### config.mk
export PLATFORM = sky130hd
export DESIGN_NAME = scs8hd_scan_seq
export DESIGN_NICKNAME = d
export VERILOG_FILES = /design/src/rtl/scs8hd_scan_seq.sv
export SDC_FILE = /design/constraint.sdc
export NUM_CORES = 1
export LEC_CHECK = 0
export CAP_MARGIN = 30
export CORE_UTILIZATION = 48
export DETAILED_ROUTE_END_ITERATION = 10
export HOLD_SLACK_MARGIN = 0.12
export PLACE_DENSITY = 0.87
export SYNTH_ARGS = -nofsm -noshare
export SYNTH_HDL_FRONTEND = slang
export SYNTH_SLANG_ARGS = --single-unit
export TNS_END_PERCENT = 20
### constraint.sdc
create_clock -name CLK -period 1.9 [get_ports CLK]
set_clock_uncertainty 0.2 [all_clocks]
set_input_delay 0.38 -clock CLK [delete_from_list [all_inputs] [get_ports CLK]]
set_output_delay 0.38 -clock CLK [all_outputs]
set_load 0.005 [all_outputs]
### src/rtl/scs8hd_scan_seq.sv
// Scan-chain sequencer: shifts a parallel pattern into a scan chain, pulses one
// functional capture cycle, then unloads the chain's response into RESP.
module scs8hd_scan_seq #(
    parameter int CHAIN_LEN = 8,
    parameter int CNT_W     = $clog2(CHAIN_LEN + 1)
) (
    input  logic                 CLK,
    input  logic                 RESET,
    input  logic                 START,
    input  logic [CHAIN_LEN-1:0] PATTERN,
    input  logic                 SO,
    output logic                 SCE,
    output logic                 SCD,
    output logic                 DE,
    output logic                 BUSY,
    output logic                 DONE,
    output logic [CHAIN_LEN-1:0] RESP
);

    typedef enum logic [2:0] {
        S_IDLE,
        S_SHIFT,
        S_CAPTURE,
        S_UNLOAD,
        S_FIN
    } state_t;

    localparam logic [CNT_W-1:0] LAST = CNT_W'(CHAIN_LEN - 1);

    state_t               r_state;
    state_t               w_state_nxt;
    logic [CNT_W-1:0]     r_cnt;
    logic [CNT_W-1:0]     w_cnt_nxt;
    logic                 w_last;
    logic                 w_accept;
    logic [CHAIN_LEN-1:0] r_shadow;
    logic [CHAIN_LEN-1:0] r_resp;
    logic                 r_sce;
    logic                 r_scd;
    logic                 r_de;
    logic                 r_busy;
    logic                 r_done;

    assign w_last   = (r_cnt == LAST);
    assign w_accept = (r_state == S_IDLE) && START;

    always_ff @(posedge CLK) begin
        if (RESET) begin
            r_state <= S_IDLE;
            r_cnt   <= '0;
        end else begin
            r_state <= w_state_nxt;
            r_cnt   <= w_cnt_nxt;
        end
    end

    always_comb begin
        w_state_nxt = r_state;
        w_cnt_nxt   = r_cnt;
        case (r_state)
            S_IDLE: begin
                if (START) begin
                    w_state_nxt = S_SHIFT;
                    w_cnt_nxt   = '0;
                end
            end
            S_SHIFT: begin
                if (w_last) begin
                    w_state_nxt = S_CAPTURE;
                    w_cnt_nxt   = '0;
                end else begin
                    w_cnt_nxt = r_cnt + 1'b1;
                end
            end
            S_CAPTURE: begin
                w_state_nxt = S_UNLOAD;
                w_cnt_nxt   = '0;
            end
            S_UNLOAD: begin
                if (w_last) begin
                    w_state_nxt = S_FIN;
                    w_cnt_nxt   = '0;
                end else begin
                    w_cnt_nxt = r_cnt + 1'b1;
                end
            end
            S_FIN:   w_state_nxt = S_IDLE;
            default: w_state_nxt = S_IDLE;
        endcase
    end

    // Outputs are decoded from the next state so they are valid from the first
    // cycle of each state; SCD is pre-fetched one bit ahead from the shadow.
    always_ff @(posedge CLK) begin
        if (RESET) begin
            r_sce    <= 1'b0;
            r_scd    <= 1'b0;
            r_de     <= 1'b0;
            r_busy   <= 1'b0;
            r_done   <= 1'b0;
            r_shadow <= '0;
            r_resp   <= '0;
        end else begin
            r_sce  <= (w_state_nxt == S_SHIFT) || (w_state_nxt == S_UNLOAD);
            r_de   <= (w_state_nxt == S_CAPTURE);
            r_busy <= (w_state_nxt != S_IDLE);
            r_done <= (w_state_nxt == S_FIN);
            r_scd  <= 1'b0;
            if (w_accept) begin
                r_shadow <= PATTERN;
                r_scd    <= PATTERN[CHAIN_LEN-1];
            end else if (r_state == S_SHIFT) begin
                r_shadow <= r_shadow << 1;
                if (!w_last) begin
                    r_scd <= r_shadow[CHAIN_LEN-2];
                end
            end
            if (r_state == S_UNLOAD) begin
                r_resp <= {r_resp[CHAIN_LEN-2:0], SO};
            end
        end
    end

    assign SCE  = r_sce;
    assign SCD  = r_scd;
    assign DE   = r_de;
    assign BUSY = r_busy;
    assign DONE = r_done;
    assign RESP = r_resp;

endmodule

=== Word level (Yosys, flattened, before mapping) ===
Index checks and enable logic that the tools add are counted.

* Logic and storage cells: 39
* Flip-flop bits (word level): 27

* $add $sub $neg: 1
* Reduce and logical (&&, ||, !) cells: 8
* Muxes and demuxes: 12
* Eq/ne operators: 9

{| class="wikitable"
|+ Operators with widths
! operator !! number
|-
| 2-to-1 mux 7 bit || 2
|-
| == test 3 x 2 -> 1 bit (second input constant) || 4
|-
| one-hot mux 3 bit (4 select lines) || 1
|-
| one-hot mux 4 bit (3 select lines) || 1
|-
| 2-to-1 mux 3 bit || 3
|-
| 2-to-1 mux 4 bit || 2
|-
| == test 3 x 1 -> 1 bit (second input constant) || 2
|-
| nonzero test 3 bit || 2
|-
| adder 4 x 1 -> 4 bit (second input constant) || 1
|-
| == test 4 x 3 -> 1 bit (second input constant) || 1
|-
| == test 3 bit (second input constant) || 1
|-
| logical NOT 3 bit || 1
|-
| 2-to-1 mux 1 bit || 3
|-
| != test 2 bit (second input constant) || 1
|-
| AND reduction 2 bit || 1
|-
| nonzero test 2 bit || 1
|-
| OR reduction 2 bit || 1
|-
| logical AND 1 bit || 1
|-
| logical OR 1 bit || 1
|}

=== Longest topological paths before layout ===
* Depth in word-level cells: 5
* Depth in mapped cells: 5
* Mapped depth without buffers: 4

=== Worst setup path after synthesis ===
No wires, ideal clock.

* Kind: register to register
* Start point: reg r_state[1]
* End point: reg r_shadow[5]
* Cell stages (with the launch flop): 6
* Data arrival time: 1202 ps
* Setup slack: 367 ps
* Data required time: 1568 ps
* Period minus slack after synthesis: 1533 ps
* Path through: dfxtp_1 -> buf_6 -> or4b_4 -> buf_6 -> nor2_1 -> a311oi_2

* Cells in the longest elaborated chain, start to end: 3

{| class="wikitable"
|+ Ends and longest elaborated chain
! element !! line !! text
|-
| start, declared || 30 || <nowiki>state_t r_state;</nowiki>
|-
| start signal, assigned || 52 || <nowiki>r_state <= w_state_nxt;</nowiki>
|-
| logical NOT 3 bit || 45 || <nowiki>assign w_accept = (r_state == S_IDLE) && START;</nowiki>
|-
| logical AND 1 bit || 45 ||
|-
| 2-to-1 mux 7 bit or nonzero test 2 bit (tied branches) || -- ||
|-
| end signal, assigned || 113 || <nowiki>r_shadow <= r_shadow << 1;</nowiki>
|-
| end, declared || 36 || <nowiki>logic [CHAIN_LEN-1:0] r_shadow;</nowiki>
|}

Parallel ways exist; a longest one is shown, timed or not.
A chain may end at the register's enable or synchronous reset.

=== Final worst setup path ===
* Start point: reg r_resp[4], in the netlist RESP[4]
* End point: out RESP[4]

{| class="wikitable"
|+ RTL lines
! element !! line !! text
|-
| start, declared || 37 || <nowiki>logic [CHAIN_LEN-1:0] r_resp;</nowiki>
|-
| start signal, assigned || 119 || <nowiki>r_resp <= {r_resp[CHAIN_LEN-2:0], SO};</nowiki>
|-
| end, declared || 17 || <nowiki>output logic [CHAIN_LEN-1:0] RESP</nowiki>
|}

No word-level cell between the ends.

==> flow_summary_export.csv <==
group,metric,value,unit
floorplanning,start_util,53.5,%
synth,synthesis.nets,134,
finish,layout_common_cells,"dfxtp_1 (27), clkdlybuf4s50_1 (24), a21oi_1 (18)",
flow_run,drv_cap,0,
sta,post-route-period-util,95.2,%
finish,final_layout_size_suffix_gt1_share,9.66,%
floorplanning,num_io_pins,25,
global_route,grt_max_degree,28,
critical_path,rr_worst_depth,3,
clocking,clk_latency,330,ps
detailed_routing,via_count,964,
hold_path,whs_path_depth,2,
critical_path,crit_required,1320,ps
detailed_routing,wl_per_cell,13.5,um
hold_path,hold_class,"flop to flop",
pwr,p_switching,0.235,mW
critical_path,reg2reg_slack,270,ps
finish,instances_no_fill,172,
clocking,post_cts_buffers,0,
synth,syn_area,1090,um^2
finish,syn_to_final_growth,27.5,%
pwr,p_per_area,697,nW/um^2
sta,slew_violations,0,
detailed_routing,totalWireLength,2.33,mm
sta,finalCriticalPeriod,1810,ps
critical_path,cp.depth,1,
synth,synth_cell_types,27,
sta,hold_violations,0,
finish,layout.cells.most_common,"dfxtp_1",
finish,antenna_cells,0,
critical_path,crit_buf_inv,1,
clocking,postCtsHoldBufs,0,
finish,nets,159,
sta,tightestPinTransition,437,ps
clocking,cts_buffers,3,
pwr,pwr-share-comb,12.7,%
sta,slew_headroom,70.8,%
pwr,p_sw_share,24.2,%
clocking,cts_max_level,1,
critical_path,cpPeakStageDelay,520,ps
place,gp_congestion,0.787,
detailed_routing,first_pass_iters,4,
critical_path,critPathKind,"flop to output pin",
global_route,grt_pass1_vias,971,
clocking,cts.sinks,27,
clocking,ctsResizeCount,0,
clocking,ctsRootBufferMaster,"clkbuf_4",
pwr,ir_drop,0.594,mV
floorplanning,core-area,2040,um^2
clocking,cts_tree,"done",
detailed_routing,vias_per_cell,5.60,
sta,setup_ws,91.0,ps
floorplanning,die_y,49.7,um
hold_path,hold-path-endpoint,"RESP[7]",
detailed_routing,drt_iter0_drc,19,
pwr,clock_power_share,25.5,%
place,dp.cells,168,
synth,avgSynthCellArea,9.03,um^2
detailed_routing,drc,0,
clocking,clk_pin_slew_worst_paths,130,ps
global_route,grt_pass1_wl,4.16,mm
critical_path,cp_slowest_cell,"clkdlybuf4s50_1",
place,port-buffer-count,24,
critical_path,arrival,1230,ps
global_route,antenna_found_initial,0,
floorplanning,dieArea,2470,um^2
critical_path,critPathLaunchType,"flop",
global_route,grt_use_total,22.1,%
detailed_routing,ant_nets,0,
place,dp_hpwl,1.66,mm
floorplanning,num_rows,16,
pwr,p_seq_share,61.9,%
hold_path,min_from,"RESP[7]",
pwr,power.leakage,0.477,nW
pwr,power,0.971,mW
synth,netlist_instances,121,
critical_path,crit_family,"buffers and inverters",
critical_path,crit_path_max_fanout,3,
synth,yosysSeqAreaShare,49.5,%
critical_path,reg2reg_from,"r_state[0]",
global_route,overflow,0,
pwr,intPower,0.735,mW
sta,fmax,553,MHz
sta,fin_tns_setup,0,ps
synth,yosysWarnings,0,
status,status,"completed",
sta,setup_viol,0,
clocking,cts.path.max_buffers,2,
critical_path,crit_chain,"clkdlybuf4s50_1",
place,preCtsSetupSlack,-22.0,ps
critical_path,cp-end-kind,"output pin",
synth,ys_ff_latch,27,
sta,rsz0062_at_grt,"false",
floorplanning,chipWidth,49.7,um
critical_path,r2r_end,"r_shadow[5]",
finish,fillCellCount,185,
[state kept, by name, summed over array words and instances (netlist names)]
signal	cells
RESP	8
r_shadow	7
r_cnt	4
r_state	3
BUSY	1
DE	1
DONE	1
SCD	1
SCE	1
[how the worst max path moves through the flow]
stage                  end        from  slack [ps]
3_5_place_dp   r_shadow[5]       START         -20
2_1_floorplan  r_shadow[5]  r_state[1]         370
3_3_place_gp   r_shadow[5]       START         0.2
6_report           RESP[4]     RESP[4]          90
5_1_grt            RESP[4]     RESP[4]          30
4_1_cts            RESP[5]     RESP[5]          90
[area by class of cell]
cell class              count  area [um^2]  area share (%)
clock buffers               4         26.3            1.89
inverters                   1         3.75           0.270
multi-input cells          83          490            35.2
flip-flops and latches     27          541            38.8
well taps                  27         33.8            2.43
repair buffers             30          298            21.4
[kinds of logic (layout without fill, tap and decap cells)]
kind of cell | count (synthesis) | after routing | share of synthesized area, %
and+or+nand+nor | 50 | 50 | 25.8
AOI/OAI and AO/OA | 31 | 31 | 17.2
DFF | 27 | 27 | 49.5
buffers and inverters | 11 | 35 | 5.61
adders and majority gates | 1 | 1 | 1.15
xor gates and xnor gates | 1 | 1 | 0.802
[through the flow]
step                      cell area (um^2)  hold WS [ps]  utilization (%)
after detailed placement              1370           262             66.9
after global placement                1370           246             66.9
after global routing                  1390           294             68.2
final                                 1390           276             68.2
after CTS                             1390           281             68.2
after floorplan                       1090           248                -
[power groups by stage]
stage	clock network, mW	registers [mW]	logic, mW
floorplan	0	0.607	0.0744
global placement	0	0.612	0.119
detailed placement	0	0.613	0.123
CTS	0.254	0.601	0.124
global route	0.277	0.605	0.135
finish	0.247	0.601	0.123
[cell usage after synthesis]
master	count	area share, %
a211oi_1	1	0.69
a21oi_1	18	8.2
a22oi_1	5	3.4
a311oi_2	1	1.4
a31oi_1	1	0.57
a32oi_1	1	0.80
and3_1	1	0.57
buf_2	4	1.8
buf_6	2	2.1
clkbuf_1	4	1.4
dfxtp_1	27	49
ha_1	1	1.1
inv_1	1	0.34
nand2_1	13	4.5
nand3_1	14	6.4
nand3b_1	4	2.7
nand4b_1	2	1.6
nor2_1	3	1.0
nor2b_1	2	1.1
nor3_1	7	3.2
nor3b_2	1	1.1
nor4b_2	1	1.4
o21ai_0	3	1.4
o31ai_1	1	0.69
or3b_2	1	0.80
or4b_4	1	1.3
xor2_1	1	0.80
[metal layers]
metal | vias to the layer above | global-route usage, % | share of wire, %
li1 | 486 | - | -
met3 | 5 | 4.63 | 3.9
met2 | 22 | 37.4 | 49
met4 | 0 | 9.52 | 1.6
met5 | - | 0 | 0
met1 | 451 | 26.7 | 45
No activity file was read; power rests on OpenSTA's default activity.
==> variant 1 (same settings) <==
The 5 states of `state_t` get a one-hot encoding in 5 bits.
--- a/src/rtl/scs8hd_scan_seq.sv
+++ b/src/rtl/scs8hd_scan_seq.sv
@@ -19,8 +19,8 @@
 
-    typedef enum logic [2:0] {
-        S_IDLE,
-        S_SHIFT,
-        S_CAPTURE,
-        S_UNLOAD,
-        S_FIN
+    typedef enum logic [4:0] {
+        S_IDLE    = 5'b00001,
+        S_SHIFT   = 5'b00010,
+        S_CAPTURE = 5'b00100,
+        S_UNLOAD  = 5'b01000,
+        S_FIN     = 5'b10000
     } state_t;
Check against the original RTL: no difference found for any inputs over 10 cycles, from zero or initial values and one cycle with RESET high; not proved beyond that.
==> variant 1 against the unedited design <==
- clock power grew 120%
- register-to-register slack got worse by 0.23 ns
- cell count is 7.0% higher
- synthesized area grew 9.3%
- cell area is 12% higher
- first-iteration DRC count shrank 21%
- critical path depth is 3 higher
- combinational power is 7% lower
- sequential cell count increased by 2
- setup slack got worse by 0.054 ns
- routed wire length grew 3.5%
- power up 33%
- count of clock-buffer cells in the layout grew 2
- critical endpoint is now r_cnt[0]$_SDFFE_PP0P_
- largest power group unchanged
- highest routed layer unchanged
==> variant 1: results (changes against the unedited design) <==
syn-num-nets: 138  # +3.0%
status: "complete, no violations"
layout.nets: 168  # +5.7%
largest_register_ffs: 8  # unchanged
arrival_ns: 1.91  # +0.68 ns
synth_cell_types: 32  # +19%
h-tree-depth: 2  # +1
drive_gt1_share_pct: 10.3  # +0.60 points
seq_area_frac_synth_pct: 48.6  # -0.85 points
p_leak_uw: 0.000673  # +41%
synth_area_leaders: "dfxtp_1 49%, mux2i_1 12%, nor2_1 5.3%, a211oi_1 3.8%, a21oi_1 2.1%"
wirelength_um: 2410  # +3.5%
grt_pass1_vias: 947  # -2.5%
grt_usage_pct: 21.6  # -0.49 points
root_buffer: "clkbuf_4"
synthFlopType: "dfxtp_1"
cts_resized: 0  # unchanged
maxSlewHeadroom_pct: 69.5  # -1.3 points
synthArstFlopShare_pct: 0  # unchanged
drtIter0Drc: 15  # -4
grt_pass1_wl_um: 4150  # -0.34%
numCtsBuffers: 5  # +2
seqCellArea_um2: 581  # +7.4%
clkSlewWorstSetupHoldPaths_ns: 0.09  # -0.04 ns
dpl_cell_area_um2: 1480  # +8.2%
crit_fanout: 7  # +4
irDropWorstVdd_v: 0.000664  # +12%
hp-class: "register to register"
hpwl_um: 1710  # +3.0%
fillers: 186  # +0.54%
dp_worst_setup_slack_ns: -0.142  # -0.120 ns
vias: 995  # +3.2%
antenna_cells: 0  # unchanged
clk_path_buf_depth: 2  # unchanged
antenna_found_initial: 0  # unchanged
fin_ws_ns: 0.0371  # -0.0538 ns
synthTopCellsByCount: "29 x dfxtp_1, 17 x nor2_1, 14 x mux2i_1"
grt_max_degree: 20  # -29%
gp_congestion: 0.775  # -1.5%
## variant 1: cell types whose count changed after synthesis, sizes merged, moves of 4 or more
| cell | unedited run | this run |
|---|---|---|
| inv | 1 | 5 |
| nand3 | 14 | 3 |
| nand2b | 0 | 4 |
| a21oi | 18 | 5 |
| nand2 | 13 | 4 |
| a22oi | 5 | 0 |
| nor2 | 3 | 17 |
| a211oi | 1 | 6 |
| mux2i | 0 | 14 |
## variant 1: kinds of logic (layout without fill, tap and decap cells)
| kind of cell | after synthesis | after routing | share of synthesized area, % |
|---|---|---|---|
| simple gates | 47 | 47 | 20.8 |
| flops | 29 | 29 | 48.6 |
| compound gates | 19 | 19 | 11.1 |
| mux | 14 | 14 | 11.7 |
| buf+inv | 13 | 44 | 5.24 |
| xor+xnor | 2 | 2 | 1.47 |
| fa+ha+maj | 1 | 1 | 1.05 |
## variant 1: final cells by class
cell class | instances | area share [%]
Clock buffer | 6 | 3.27
Multi-Input combinational cell | 83 | 35.1
Timing Repair Buffer | 31 | 18.7
Inverter | 5 | 1.20
Clock inverter | 2 | 2.40
Tap cell | 28 | 2.24
Sequential cell | 29 | 37.1
## variant 1: path summary, 6_finish.rpt
path                                          startpoint                       end  cells past startpoint
worst min-delay path            r_shadow[0]$_SDFFE_PP0P_  r_shadow[0]$_SDFFE_PP0P_                      2
worst min register to register  r_shadow[0]$_SDFFE_PP0P_  r_shadow[0]$_SDFFE_PP0P_                      2
worst max register to register     r_state[3]$_SDFF_PP0_     r_cnt[0]$_SDFFE_PP0P_                      4
worst max-delay path               r_state[3]$_SDFF_PP0_     r_cnt[0]$_SDFFE_PP0P_                      4
## variant 1: report_power, final
part	internal (uW)	switching, uW
Sequential	629	15.9
Clock	313	219
Combinational	65.6	48.5
## variant 1: metrics by stage
stage | cells | hold slack (ns) | total power [uW]
after global routing | 184 | 0.306 | 1350
final | 184 | 0.283 | 1290
after detailed placement | 176 | 0.270 | 772
after floorplan | 125 | 0.247 | 718
after global placement | 176 | 0.264 | 767
after CTS | 184 | 0.285 | 1300
## variant 1: critical path, cell delays in order (launching register included)
cell,delay (ns)
dfxtp_1,0.48
xnor2_1,0.13
or4_4,0.45
or3_1,0.33
a31oi_1,0.18
## variant 1: metal layers
| layer | global-route usage [%] | part of all wire [%] |
|---|---|---|
| met4 | 11.7 | 2.0 |
| met3 | 6.14 | 4.8 |
| met5 | 0 | 0 |
| met2 | 35.0 | 48 |
| met1 | 25.4 | 45 |
==> variant 2 (same settings) <==
Without the edit above. `CHAIN_LEN`: 8 -> 16.
--- a/src/rtl/scs8hd_scan_seq.sv
+++ b/src/rtl/scs8hd_scan_seq.sv
@@ -3,3 +3,3 @@
 module scs8hd_scan_seq #(
-    parameter int CHAIN_LEN = 8,
+    parameter int CHAIN_LEN = 16,
     parameter int CNT_W     = $clog2(CHAIN_LEN + 1)
Interface: changed (resized PATTERN and RESP); port bits go from 25 to 41. No check against the original RTL was run, so the function may have changed too.
==> variant 2 against the unedited design <==
- critical path depth unchanged
- setup slack got worse by 0.0073 ns
- routed wire length rose by 47%
- sequential cell count increased by 17
- hold slack lost 0.0036 ns
- power up 65%
- non-clock buffer count increased by 25
- cell area rose by 64%
- count of clock-buffer cells in the layout increased by 2
- synthesized area grew 59%
- critical endpoint is now RESP[8]
==> variant 2: results (changes against the unedited design) <==
status: "complete, no violations"
synthAdderAreaFrac_pct: 0.721  # -0.42 points
hold_ws_ns: 0.272  # -0.00356 ns
grt_usage_pct: 19.3  # -2.7 points
port_buffers: 40  # +67%
syn-num-nets: 218  # +63%
p_sw_share_pct: 23.7  # -0.56 points
root_buffer: "clkbuf_4"
drt_pre_antenna_iters: 5  # +1
grt_pass1_wl_um: 5910  # +42%
via_per_inst: 5.44  # -2.9%
layout.nets: 264  # +66%
seq_area_frac_synth_pct: 50.8  # +1.3 points
p_leak_uw: 0.000795  # +67%
worstSkewPairLatency_ns: 0.35  # +0.02 ns
irDropWorstVdd_v: 0.000637  # +7.1%
wl_per_cell_um: 11.8  # -13%
synth_compound_area_share_pct: 20.3  # +3.1 points
gp_congestion: 0.809  # +2.8%
synth_cell_types: 33  # +22%
drive_gt1_share_pct: 11.9  # +2.2 points
fillers: 282  # +52%
drtIter0Drc: 124  # +105
numCtsBuffers: 5  # +2
synth_xor_area_share_pct: 0  # -0.80 points
synth_area_leaders: "dfxtp_1 51%, a21oi_1 10%, nand2_1 7.8%, a22oi_1 5.6%, nand3_1 5.2%"
grt_max_degree: 21  # -25%
synthTopCellsByCount: "44 x dfxtp_1, 36 x nand2_1, 35 x a21oi_1"
largest_register_ffs: 16  # +8
grt_pass1_vias: 1376  # +42%
==> variant 2: layer usage <==
metal | vias up | wire [um] | track usage (%)
met1 | 735 | 1470 | 22.5
met3 | 6 | 143 | 6.07
met4 | 0 | 51 | 9.59
met2 | 46 | 1750 | 32.0
li1 | 791 | - | -
met5 | - | 0 | 0
==> variant 2: cells by family (layout without fill, tap and decap cells) <==
logic type               after synthesis  in the layout
AND/OR/NAND/NOR                       77             77
buffers and inverters                 17             64
flip-flops                            44             44
AO/OA/AOI/OAI                         58             58
adder cells (fa/ha/maj)                1              1
==> variant 2: repair_timing <==
action | CTS | global route
hold buffers | 0 | 0
resized for setup | 0 | 3
endpoints found under the setup margin | 0 | 3
==> variant 2: power by group through the flow <==
stage               sequential (uW)  clock (uW)  combinational, uW
CTS                             968         480                173
detailed placement              988           0                172
floorplan                       984           0               99.2
finish                          968         460                173
global placement                987           0                171
global route                    972         535                190
==> variant 2: cell type report <==
class / instances / area (um^2) / area share [%]
clock buffer: 6 / 51.3 / 2.25
clock inverter: 2 / 10.0 / 0.439
inverter: 1 / 3.75 / 0.165
multi-input combinational: 136 / 761 / 33.4
sequential: 44 / 885 / 38.8
tap: 46 / 57.6 / 2.52
timing repair buffer: 55 / 513 / 22.5
==> variant 2: worst paths after layout <==
kind                         startpoint                   endpoint  cells after the start
setup / recovery   RESP[8]$_SDFFE_PP0N_                    RESP[8]                      1
hold / removal     RESP[2]$_SDFFE_PP0N_       RESP[3]$_SDFFE_PP0N_                      2
setup reg to reg  r_state[1]$_SDFF_PP0_  r_shadow[14]$_SDFFE_PP0P_                      4
hold reg to reg    RESP[2]$_SDFFE_PP0N_       RESP[3]$_SDFFE_PP0N_                      2
==> variant 2: metrics by stage <==
step	setup TNS [ns]	power, uW	cell area, um^2	instances	setup slack (ns)
5_1_grt	0	1700	2280	290	0.00341
2_1_floorplan	0	1080	1740	197	0.321
3_3_place_gp	-1.38	1160	2220	282	-0.111
6_report	0	1600	2280	290	0.0836
4_1_cts	0	1620	2280	290	0.0461
3_5_place_dp	-1.52	1160	2220	282	-0.125
